<file path="config.mk">
export PLATFORM = sky130hd
export DESIGN_NAME = dft_scan_dump_sequencer
export DESIGN_NICKNAME = d
export VERILOG_FILES = /design/src/rtl/dft_scan_dump_sequencer.sv
export SDC_FILE = /design/constraint.sdc
export NUM_CORES = 1
export LEC_CHECK = 0
export BUFFER_PORTS_ARGS = -buffer_cell sky130_fd_sc_hd__buf_2
export CELL_PAD_IN_SITES_DETAIL_PLACEMENT = 0
export CELL_PAD_IN_SITES_GLOBAL_PLACEMENT = 1
export CORE_AREA = 2 2 260 262
export CTS_CLUSTER_SIZE = 30
export DETAILED_ROUTE_END_ITERATION = 8
export DIE_AREA = 0 0 262 264
export PLACE_DENSITY = 0.42
export SYNTH_ARGS = -nofsm -noshare
export SYNTH_HDL_FRONTEND = slang
export SYNTH_SLANG_ARGS = --single-unit
</file>
<file path="constraint.sdc">
create_clock -name clk -period 4.1 [get_ports clk]
set_input_delay 0.82 -clock clk [delete_from_list [all_inputs] [get_ports clk]]
set_output_delay 0.82 -clock clk [all_outputs]
set_load 0.1 [all_outputs]
</file>
<file path="src/rtl/dft_scan_dump_sequencer.sv">
// Scan-dump sequencer: walks the masked DFT scan chains in index order and
// funnels each chain's strobed words into the shared capture-buffer write port.

module dft_scan_dump_lane (
    input  logic        sel,
    input  logic        op_ack,
    input  logic        strobe,
    input  logic        commit,
    input  logic [31:0] data,
    output logic        op_ack_g,
    output logic        strobe_g,
    output logic        commit_g,
    output logic [31:0] data_g
);
    // Only the selected lane can reach the shared handshake/data buses.
    assign op_ack_g = sel & op_ack;
    assign strobe_g = sel & strobe;
    assign commit_g = sel & commit;
    assign data_g   = data & {32{sel}};
endmodule

module dft_scan_dump_sequencer #(
    parameter int p_sc_nbr          = 16,
    parameter int p_words_per_chain = 8,
    parameter int p_addr_width      = 8
) (
    input  logic                      clk,
    input  logic                      reset,
    input  logic                      start,
    input  logic [p_sc_nbr-1:0]       chain_mask,
    input  logic                      abort,
    output logic                      busy,
    output logic                      done,
    output logic                      overflow,
    output logic [3:0]                cur_chain,
    output logic [p_sc_nbr-1:0]       dft_val_op,
    input  logic [p_sc_nbr-1:0]       dft_op_ack,
    input  logic [p_sc_nbr-1:0]       dft_output_strobe,
    input  logic [32*p_sc_nbr-1:0]    dft_output_data,
    input  logic [p_sc_nbr-1:0]       dft_op_commit,
    output logic [p_sc_nbr-1:0]       dft_commit_ack,
    output logic                      buf_wen,
    output logic [p_addr_width-1:0]   buf_waddr,
    output logic [31:0]               buf_wdata
);
    localparam int IDX_W = $clog2(p_words_per_chain) + 1;

    typedef enum logic [2:0] {IDLE, SEL, REQ, CAPTURE, CACK, DONE} state_t;

    typedef struct packed {
        logic                    wen;
        logic [p_addr_width-1:0] addr;
        logic [31:0]             data;
    } wr_t;

    state_t              state_q, state_d;
    logic [p_sc_nbr-1:0] mask_q, mask_d;
    logic [4:0]          ptr_q, ptr_d;
    logic [3:0]          cur_chain_q, cur_chain_d;
    logic [IDX_W-1:0]    word_idx_q, word_idx_d;
    logic                busy_q, busy_d;
    logic                done_q, done_d;
    logic                overflow_q, overflow_d;
    logic [p_sc_nbr-1:0] val_op_q, val_op_d;
    logic [p_sc_nbr-1:0] commit_ack_q, commit_ack_d;
    wr_t                 wr_q, wr_d;

    logic [p_sc_nbr-1:0]       lane_sel, lane_ack, lane_strobe, lane_commit;
    logic [p_sc_nbr-1:0][31:0] lane_data;
    logic                      ack_any, strobe_any, commit_any;
    logic [31:0]               data_any;
    logic                      sel_found;
    logic [3:0]                sel_idx;
    logic [p_addr_width-1:0]   wr_addr;

    generate
        for (genvar g = 0; g < p_sc_nbr; g++) begin : g_lane
            assign lane_sel[g] = (cur_chain_q == 4'(g));
            dft_scan_dump_lane u_lane (
                .sel      (lane_sel[g]),
                .op_ack   (dft_op_ack[g]),
                .strobe   (dft_output_strobe[g]),
                .commit   (dft_op_commit[g]),
                .data     (dft_output_data[32*g +: 32]),
                .op_ack_g (lane_ack[g]),
                .strobe_g (lane_strobe[g]),
                .commit_g (lane_commit[g]),
                .data_g   (lane_data[g])
            );
        end
    endgenerate

    assign ack_any    = |lane_ack;
    assign strobe_any = |lane_strobe;
    assign commit_any = |lane_commit;

    always_comb begin
        data_any = '0;
        for (int i = 0; i < p_sc_nbr; i++) data_any |= lane_data[i];
    end

    // Lowest masked chain at or above the pointer; descending scan keeps the lowest hit.
    always_comb begin
        sel_found = 1'b0;
        sel_idx   = '0;
        for (int i = p_sc_nbr - 1; i >= 0; i--) begin
            if (mask_q[i] && (5'(i) >= ptr_q)) begin
                sel_found = 1'b1;
                sel_idx   = 4'(i);
            end
        end
    end

    assign wr_addr = p_addr_width'(cur_chain_q) * p_addr_width'(p_words_per_chain)
                   + p_addr_width'(word_idx_q);

    always_comb begin
        state_d     = state_q;
        mask_d      = mask_q;
        ptr_d       = ptr_q;
        cur_chain_d = cur_chain_q;
        word_idx_d  = word_idx_q;
        overflow_d  = overflow_q;
        done_d      = 1'b0;
        wr_d        = '0;

        if (state_q != IDLE && abort) begin
            state_d = IDLE;
        end else begin
            case (state_q)
                IDLE: begin
                    if (start) begin
                        mask_d     = chain_mask;
                        overflow_d = 1'b0;
                        ptr_d      = '0;
                        state_d    = SEL;
                    end
                end
                SEL: begin
                    if (sel_found) begin
                        cur_chain_d = sel_idx;
                        state_d     = REQ;
                    end else begin
                        state_d = DONE;
                    end
                end
                REQ: begin
                    if (ack_any) begin
                        word_idx_d = '0;
                        state_d    = CAPTURE;
                    end
                end
                CAPTURE: begin
                    if (strobe_any) begin
                        if (word_idx_q < IDX_W'(p_words_per_chain)) begin
                            wr_d.wen   = 1'b1;
                            wr_d.addr  = wr_addr;
                            wr_d.data  = data_any;
                            word_idx_d = word_idx_q + IDX_W'(1);
                        end else begin
                            overflow_d = 1'b1;
                        end
                    end
                    if (commit_any) state_d = CACK;
                end
                CACK: begin
                    ptr_d   = {1'b0, cur_chain_q} + 5'd1;
                    state_d = SEL;
                end
                DONE: begin
                    done_d  = 1'b1;
                    state_d = IDLE;
                end
                default: state_d = IDLE;
            endcase
        end

        // busy stays up through the done pulse so it covers the whole dump.
        busy_d = (state_d != IDLE) || done_d;

        for (int i = 0; i < p_sc_nbr; i++) begin
            val_op_d[i]     = (state_d == REQ) && (cur_chain_d == 4'(i));
            commit_ack_d[i] = (state_q == CACK) && !abort && (cur_chain_q == 4'(i));
        end
    end

    always_ff @(posedge clk or posedge reset) begin
        if (reset) begin
            state_q      <= IDLE;
            mask_q       <= '0;
            ptr_q        <= '0;
            cur_chain_q  <= '0;
            word_idx_q   <= '0;
            busy_q       <= 1'b0;
            done_q       <= 1'b0;
            overflow_q   <= 1'b0;
            val_op_q     <= '0;
            commit_ack_q <= '0;
            wr_q         <= '0;
        end else begin
            state_q      <= state_d;
            mask_q       <= mask_d;
            ptr_q        <= ptr_d;
            cur_chain_q  <= cur_chain_d;
            word_idx_q   <= word_idx_d;
            busy_q       <= busy_d;
            done_q       <= done_d;
            overflow_q   <= overflow_d;
            val_op_q     <= val_op_d;
            commit_ack_q <= commit_ack_d;
            wr_q         <= wr_d;
        end
    end

    assign busy           = busy_q;
    assign done           = done_q;
    assign overflow       = overflow_q;
    assign cur_chain      = cur_chain_q;
    assign dft_val_op     = val_op_q;
    assign dft_commit_ack = commit_ack_q;
    assign buf_wen        = wr_q.wen;
    assign buf_waddr      = wr_q.addr;
    assign buf_wdata      = wr_q.data;

endmodule

</file>
==> results of run 1 <==
==> cell families (layout without fill, tap and decap cells) <==
group	after synthesis	in the layout
compound gates	366	366
buf+inv	100	731
fa+ha+maj	7	7
simple gates	188	188
mux	20	20
other cells	0	15
flops	108	108
xor+xnor	3	3
==> per-layer routing <==
layer  track usage [%]  up-vias  share of wire (%)
met5                 0        -               0.38
met4              6.21       40                2.7
li1                  -     4531                  -
met3              6.72      119                9.8
met2              31.0      598                 48
met1              22.4     5164                 40
==> where the power goes <==
part           switching (uW)  internal (uW)
combinational            2440           1290
clock                     550            450
sequential                171           1210
total                    3160           2950
==> area by class of cell <==
| cell class | instances | area share (%) |
|---|---|---|
| Antenna cell | 15 | 0.307 |
| Tap cell | 873 | 8.93 |
| Timing Repair Buffer | 699 | 29.8 |
| Multi-Input combinational cell | 584 | 35.9 |
| Clock buffer | 10 | 1.95 |
| Sequential cell | 108 | 22.1 |
| Inverter | 16 | 0.511 |
| Clock inverter | 6 | 0.521 |
==> registers in the layout, indices dropped and copies added (netlist names) <==
signal / flops
overflow: 1
buf_wdata: 32
dft_val_op: 16
cur_chain: 4
done: 1
word_idx_q: 4
state_q: 3
buf_waddr: 8
ptr_q: 5
busy: 1
buf_wen: 1
dft_commit_ack: 16
mask_q: 16
==> Yosys cell counts, drive strengths merged (7+ instances only) <==
cell,instances,area (um2)
o21ai,17,85.1
and3,49,307
a221oi,89,780
nand3,13,70.1
a22o,94,823
and2,15,93.8
inv,16,60.1
buf,24,128
nor2,28,105
nor3,21,135
a31oi,32,200
a22oi,90,676
nand2,26,97.6
nand4,10,68.8
dfrtp,108,2700
clkbuf,60,225
a21oi,7,35.0
mux2,18,203
nor2b,8,50.1
==> worst min path at each step <==
stage / depth (start not counted) / slack [ns] / from / to
3_3_place_gp: 1 / 0.49 / mask_q[3] / mask_q[3]
4_1_cts: 1 / 0.52 / mask_q[5] / mask_q[5]
5_1_grt: 1 / 0.54 / mask_q[5] / mask_q[5]
2_1_floorplan: 1 / 0.47 / mask_q[6] / mask_q[6]
3_5_place_dp: 1 / 0.50 / mask_q[3] / mask_q[3]
6_report: 1 / 0.51 / mask_q[5] / mask_q[5]
==> per-stage QoR <==
step	instances	total power, uW	hold WS, ns
floorplan	792	3530	0.472
global placement	2280	5170	0.486
detailed placement	2280	5150	0.495
CTS	2296	6200	0.517
global route	2303	6470	0.536
finish	2311	6120	0.513
==> worst register-to-register path, stage by stage, from the launching register on <==
cell and delay [ns]:
dfrtp_1 0.47, inv_1 0.17, ha_1 0.54, a22oi_1 0.18, mux4_2 0.55, o2111ai_1 0.32
nand3_2 0.42, buf_12 0.31, a31oi_1 0.26
==> flow_metrics.py, run 1 <==
metrics = {
    "synthesis": {
        "synthesis.area_um2": 7460,
        "async_reset_ff_share_pct": 100,
        "syn_avg_cell_area_um2": 9.43,
        "synthesis.instances": 792,
        "synth-adder-area-share_pct": 1.14,
        "ys.flop_type": "dfrtp_1",
        "synth-simple-area-share_pct": 14.1,
        "synthXorXnorAreaFrac_pct": 0.352,
        "syn_nets": 1378,
        "yosysUniqueCellTypes": 64,
        "synth.yosys.seq_area_share_pct": 36.2,
        "ys_ff_latch": 108,
        "synth.area.mux_share_pct": 3.32,
        "synth_compound_area_share_pct": 39.4,
        "ys_warn_count": 0,
        "synth_edf_count": 0,
        "synth_top_family_by_area": "compound AO/OA/AOI/OAI gates",
    },
    "min_path": {
        "hp-class": "reg2reg",
    },
    "die": {
        "row_count": 95,
        "dieArea_um2": 69200,
        "core_area_um2": 66600,
        "pin_count": 660,
        "die_w_um": 262,
        "chipHeight_um": 264,
        "start_util_pct": 11.2,
    },
    "final_layout": {
        "drive_gt1_share_pct": 54.0,
        "multiInputGateArea_um2": 4390,
        "nFillCells": 7653,
        "fin_util_pct": 18.4,
        "seqCellArea_um2": 2700,
        "final_common_cell": "buf_2",
        "final_cell_mix": "659 x buf_2, 108 x dfrtp_1, 94 x a22o_1",
        "area_growth_pct": 63.9,
        "final_area_um2": 12200,
        "fin_nets": 2004,
    },
    "pwr": {
        "vdd_drop_max_mv": 0.227,
        "p_per_area_nw_per_um2": 500,
        "power.static_leakage_uw": 0.00585,
    },
    "worst_setup_path": {
        "max_stage_delay_ns": 0.55,
        "crit_type": "reg2reg",
        "critical_path_arrival_ns": 3.62,
        "worstSetupStartpoint": "cur_chain[0]",
        "critPathSlowestCell": "mux4_2",
        "worstReg2RegStart": "cur_chain[0]",
        "timing.rr.end": "buf_wdata[6]",
        "required_ns": 4.41,
        "cp_cell_sequence": "inv_1, ha_1, a22oi_1, mux4_2, o2111ai_1, nand3_2, buf_12, a31oi_1",
        "cp_top_family": "compound AO/OA/AOI/OAI gates",
        "r2r_setup_slack_ns": 0.79,
        "r2r_cells": 8,
        "endpoint_kind": "flop",
        "worstSetupPathDepth": 8,
        "cp_num_buf_inv": 2,
        "worstSetupStartpointType": "flop",
        "endpoint": "buf_wdata[6]",
        "cp_max_fo": 30,
    },
    "drt": {
        "drc": 0,
        "first_pass_iters": 5,
        "drt_iter0_drc": 810,
        "routed_wl_mm": 68.0,
        "num_vias": 10500,
        "vias_per_cell": 4.52,
        "ant_nets": 0,
        "wl_per_cell_um": 29.4,
    },
    "sta": {
        "fin_tns_setup_ns": 0,
        "min_period_over_period_pct": 80.7,
        "fmax_mhz": 302,
        "setup_viol": 0,
        "slew_violations": 0,
        "setup_slack_ns": 0.791,
        "hold_violations": 0,
        "relSlewSlack_pct": 29.9,
        "min_period_ns": 3.31,
        "fin_skew_ns": 0.0184,
        "rsz0062_at_grt": "no",
        "worstMarginPinSlew_ns": 1.05,
    },
    "clock_tree": {
        "cts_resized": 0,
        "worstSkewPairLatency_ns": 0.40,
        "cts_tree": "yes",
        "clk_pin_slew_ns": 0.09,
        "ctsHoldBuffers": 0,
        "root_buffer": "clkbuf_16",
        "cts_buffer_depth": 2,
        "cts.sinks": 108,
        "numCtsBuffers": 9,
        "cts_max_level": 3,
        "cts_setup_buffers": 0,
    },
    "place": {
        "routabilityCongestion": 0.890,
        "port_buffers": 659,
        "pre_cts_slack_ns": 0.884,
        "dpl_cell_area_um2": 11900,
        "dpl.hpwl_mm": 53.7,
    },
    "global_routing": {
        "first_global_vias": 10900,
        "grt_start_max_net_pins": 109,
        "grt_use_total_pct": 18.8,
        "grt_pass1_wl_mm": 88.2,
        "grt_overflow": 0,
        "antenna_found_initial": 40,
    },
    "run": {
        "drv_cap": 0,
    },
    "run_status": {
        "run_status": "completed",
    },
}
No activity file was read; power rests on OpenSTA's default activity.
==> inputs of run 2 (changes only) <==
--- a/config.mk
+++ b/config.mk
@@ -12,7 +12,7 @@
 export CTS_CLUSTER_SIZE = 30
 export DETAILED_ROUTE_END_ITERATION = 8
 export DIE_AREA = 0 0 262 264
-export PLACE_DENSITY = 0.42
+export PLACE_DENSITY = 0.43
 export SYNTH_ARGS = -nofsm -noshare
 export SYNTH_HDL_FRONTEND = slang
 export SYNTH_SLANG_ARGS = --single-unit
==> constraint.sdc (replaced) <==
create_clock -name clk -period 3 [get_ports clk]
set_input_delay 0.6 -clock clk [delete_from_list [all_inputs] [get_ports clk]]
set_output_delay 0.6 -clock clk [all_outputs]
set_load 0.1 [all_outputs]
==> flow_metrics.py, run 2 (synthesis gave the netlist of run 1 again) <==
metrics = {
    "final_layout": {
        "final_common_cell": "buf_2",
        "nFillCells": 7573,
        "final_cell_mix": "659 x buf_2, 106 x dfrtp_1, 94 x a22o_1",
        "multiInputGateArea_um2": 4410,
        "area_growth_pct": 68.6,
        "seqCellArea_um2": 2710,
        "largest_register_ff_count": 32,
        "fin_nets": 2034,
        "finalNonFillerCells": 2332,
        "drive_gt1_share_pct": 55.4,
    },
    "clock_tree": {
        "cts_max_level": 3,
        "root_buffer": "clkbuf_16",
        "numCtsBuffers": 9,
        "cts_buffer_depth": 2,
        "worstSkewPairLatency_ns": 0.40,
        "cts_tree": "yes",
        "ctsHoldBuffers": 0,
        "cts.sinks": 108,
        "clk_pin_slew_ns": 0.10,
    },
    "worst_setup_path": {
        "worstSetupStartpointType": "flop",
        "required_ns": 3.27,
        "cp_max_fo": 14,
        "worstSetupStartpoint": "cur_chain[0]",
        "critical_path_arrival_ns": 3.09,
        "endpoint_kind": "flop",
        "timing.rr.end": "buf_wdata[7]",
        "r2r_cells": 10,
        "r2r_setup_slack_ns": 0.19,
        "crit_type": "reg2reg",
        "endpoint": "buf_wdata[7]",
        "worstReg2RegStart": "cur_chain[0]",
    },
    "min_path": {
        "hp-class": "in2async",
    },
    "place": {
        "routabilityCongestion": 0.908,
        "dp_cells": 2310,
        "dpl.hpwl_mm": 55.3,
        "port_buffers": 659,
    },
    "pwr": {
        "power.static_leakage_uw": 0.00603,
        "p_per_area_nw_per_um2": 689,
        "vdd_drop_max_mv": 0.274,
    },
    "drt": {
        "wl_per_cell_um": 29.2,
        "first_pass_iters": 5,
        "drc": 0,
        "drt_iter0_drc": 776,
        "vias_per_cell": 4.53,
        "num_vias": 10600,
        "ant_nets": 0,
        "routed_wl_mm": 68.2,
    },
    "global_routing": {
        "first_global_vias": 10900,
        "grt_overflow": 0,
        "antenna_found_initial": 30,
        "grt_use_total_pct": 18.9,
        "grt_pass1_wl_mm": 89.5,
        "grt_start_max_net_pins": 71,
    },
    "sta": {
        "fin_tns_setup_ns": 0,
        "slew_violations": 0,
        "min_period_ns": 2.81,
        "rsz0062_at_grt": "no",
        "hold_violations": 0,
        "setup_viol": 0,
        "fin_skew_ns": 0.0156,
        "min_period_over_period_pct": 93.7,
        "fmax_mhz": 356,
        "worstMarginPinSlew_ns": 0.753,
        "relSlewSlack_pct": 49.8,
    },
    "die": {
        "core_area_um2": 66600,
        "die_w_um": 262,
        "row_count": 95,
        "pin_count": 660,
        "start_util_pct": 11.2,
        "chipHeight_um": 264,
        "dieArea_um2": 69200,
    },
    "run_status": {
        "run_status": "completed",
    },
    "run": {
        "drv_cap": 0,
    },
}
==> run 2: how the worst min path moves through the flow <==
stage | start | end | slack (ns)
CTS | reset | dft_commit_ack[3] | 0.20
global placement | overflow | overflow | 0.51
global route | reset | dft_commit_ack[2] | 0.23
floorplan | mask_q[6] | mask_q[6] | 0.47
finish | reset | dft_commit_ack[3] | 0.22
detailed placement | overflow | overflow | 0.51
==> run 2: per-stage QoR <==
step                      hold slack [ns]  power [uW]  utilization [%]  setup WS [ns]  instance area (um2)
after floorplan                     0.472        4830                -         0.0692                 7470
final                               0.222        8680             18.9          0.188                12600
after CTS                           0.196        8780             18.9          0.107                12600
after global routing                0.228        9180             18.9       0.000662                12600
after global placement              0.514        7350             18.4          0.207                12200
after detailed placement            0.506        7330             18.4          0.101                12200
==> run 2: final cells by class <==
| cell class | instances | area share [%] |
|---|---|---|
| Timing Repair Buffer | 729 | 31.7 |
| Antenna cell | 6 | 0.119 |
| Inverter | 16 | 0.507 |
| Clock inverter | 7 | 0.686 |
| Multi-Input combinational cell | 584 | 35.0 |
| Tap cell | 873 | 8.68 |
| Sequential cell | 108 | 21.5 |
| Clock buffer | 9 | 1.79 |
==> run 2: critical path, stage by stage, from the launching register on <==
cell	delay, ns
dfrtp_2	0.45
inv_1	0.10
ha_1	0.31
buf_12	0.19
a221oi_1	0.27
a21oi_1	0.06
o21ai_0	0.36
o2111ai_2	0.31
nand3_2	0.22
buf_4	0.31
a31oi_1	0.08
==> run 2: routing by layer <==
layer	track usage [%]	part of all wire [%]	up-vias
met1	23.6	41	5195
li1	-	-	4583
met3	5.23	8.7	115
met5	0	0.35	-
met2	31.8	48	631
met4	4.83	2.0	40
==> run 2: power by group <==
group          leakage [uW]  internal (uW)  switching, uW  total, uW
Sequential          0.00146           1660            204       1860
Clock              0.000151            607            772       1380
Combinational       0.00442           1990           3440       5430
==> run 2: repair_timing <==
item / 4_1_cts / 5_1_grt
resized for setup: 0 / 3
setup buffers: 0 / 0
endpoints found under the setup margin: 0 / 34
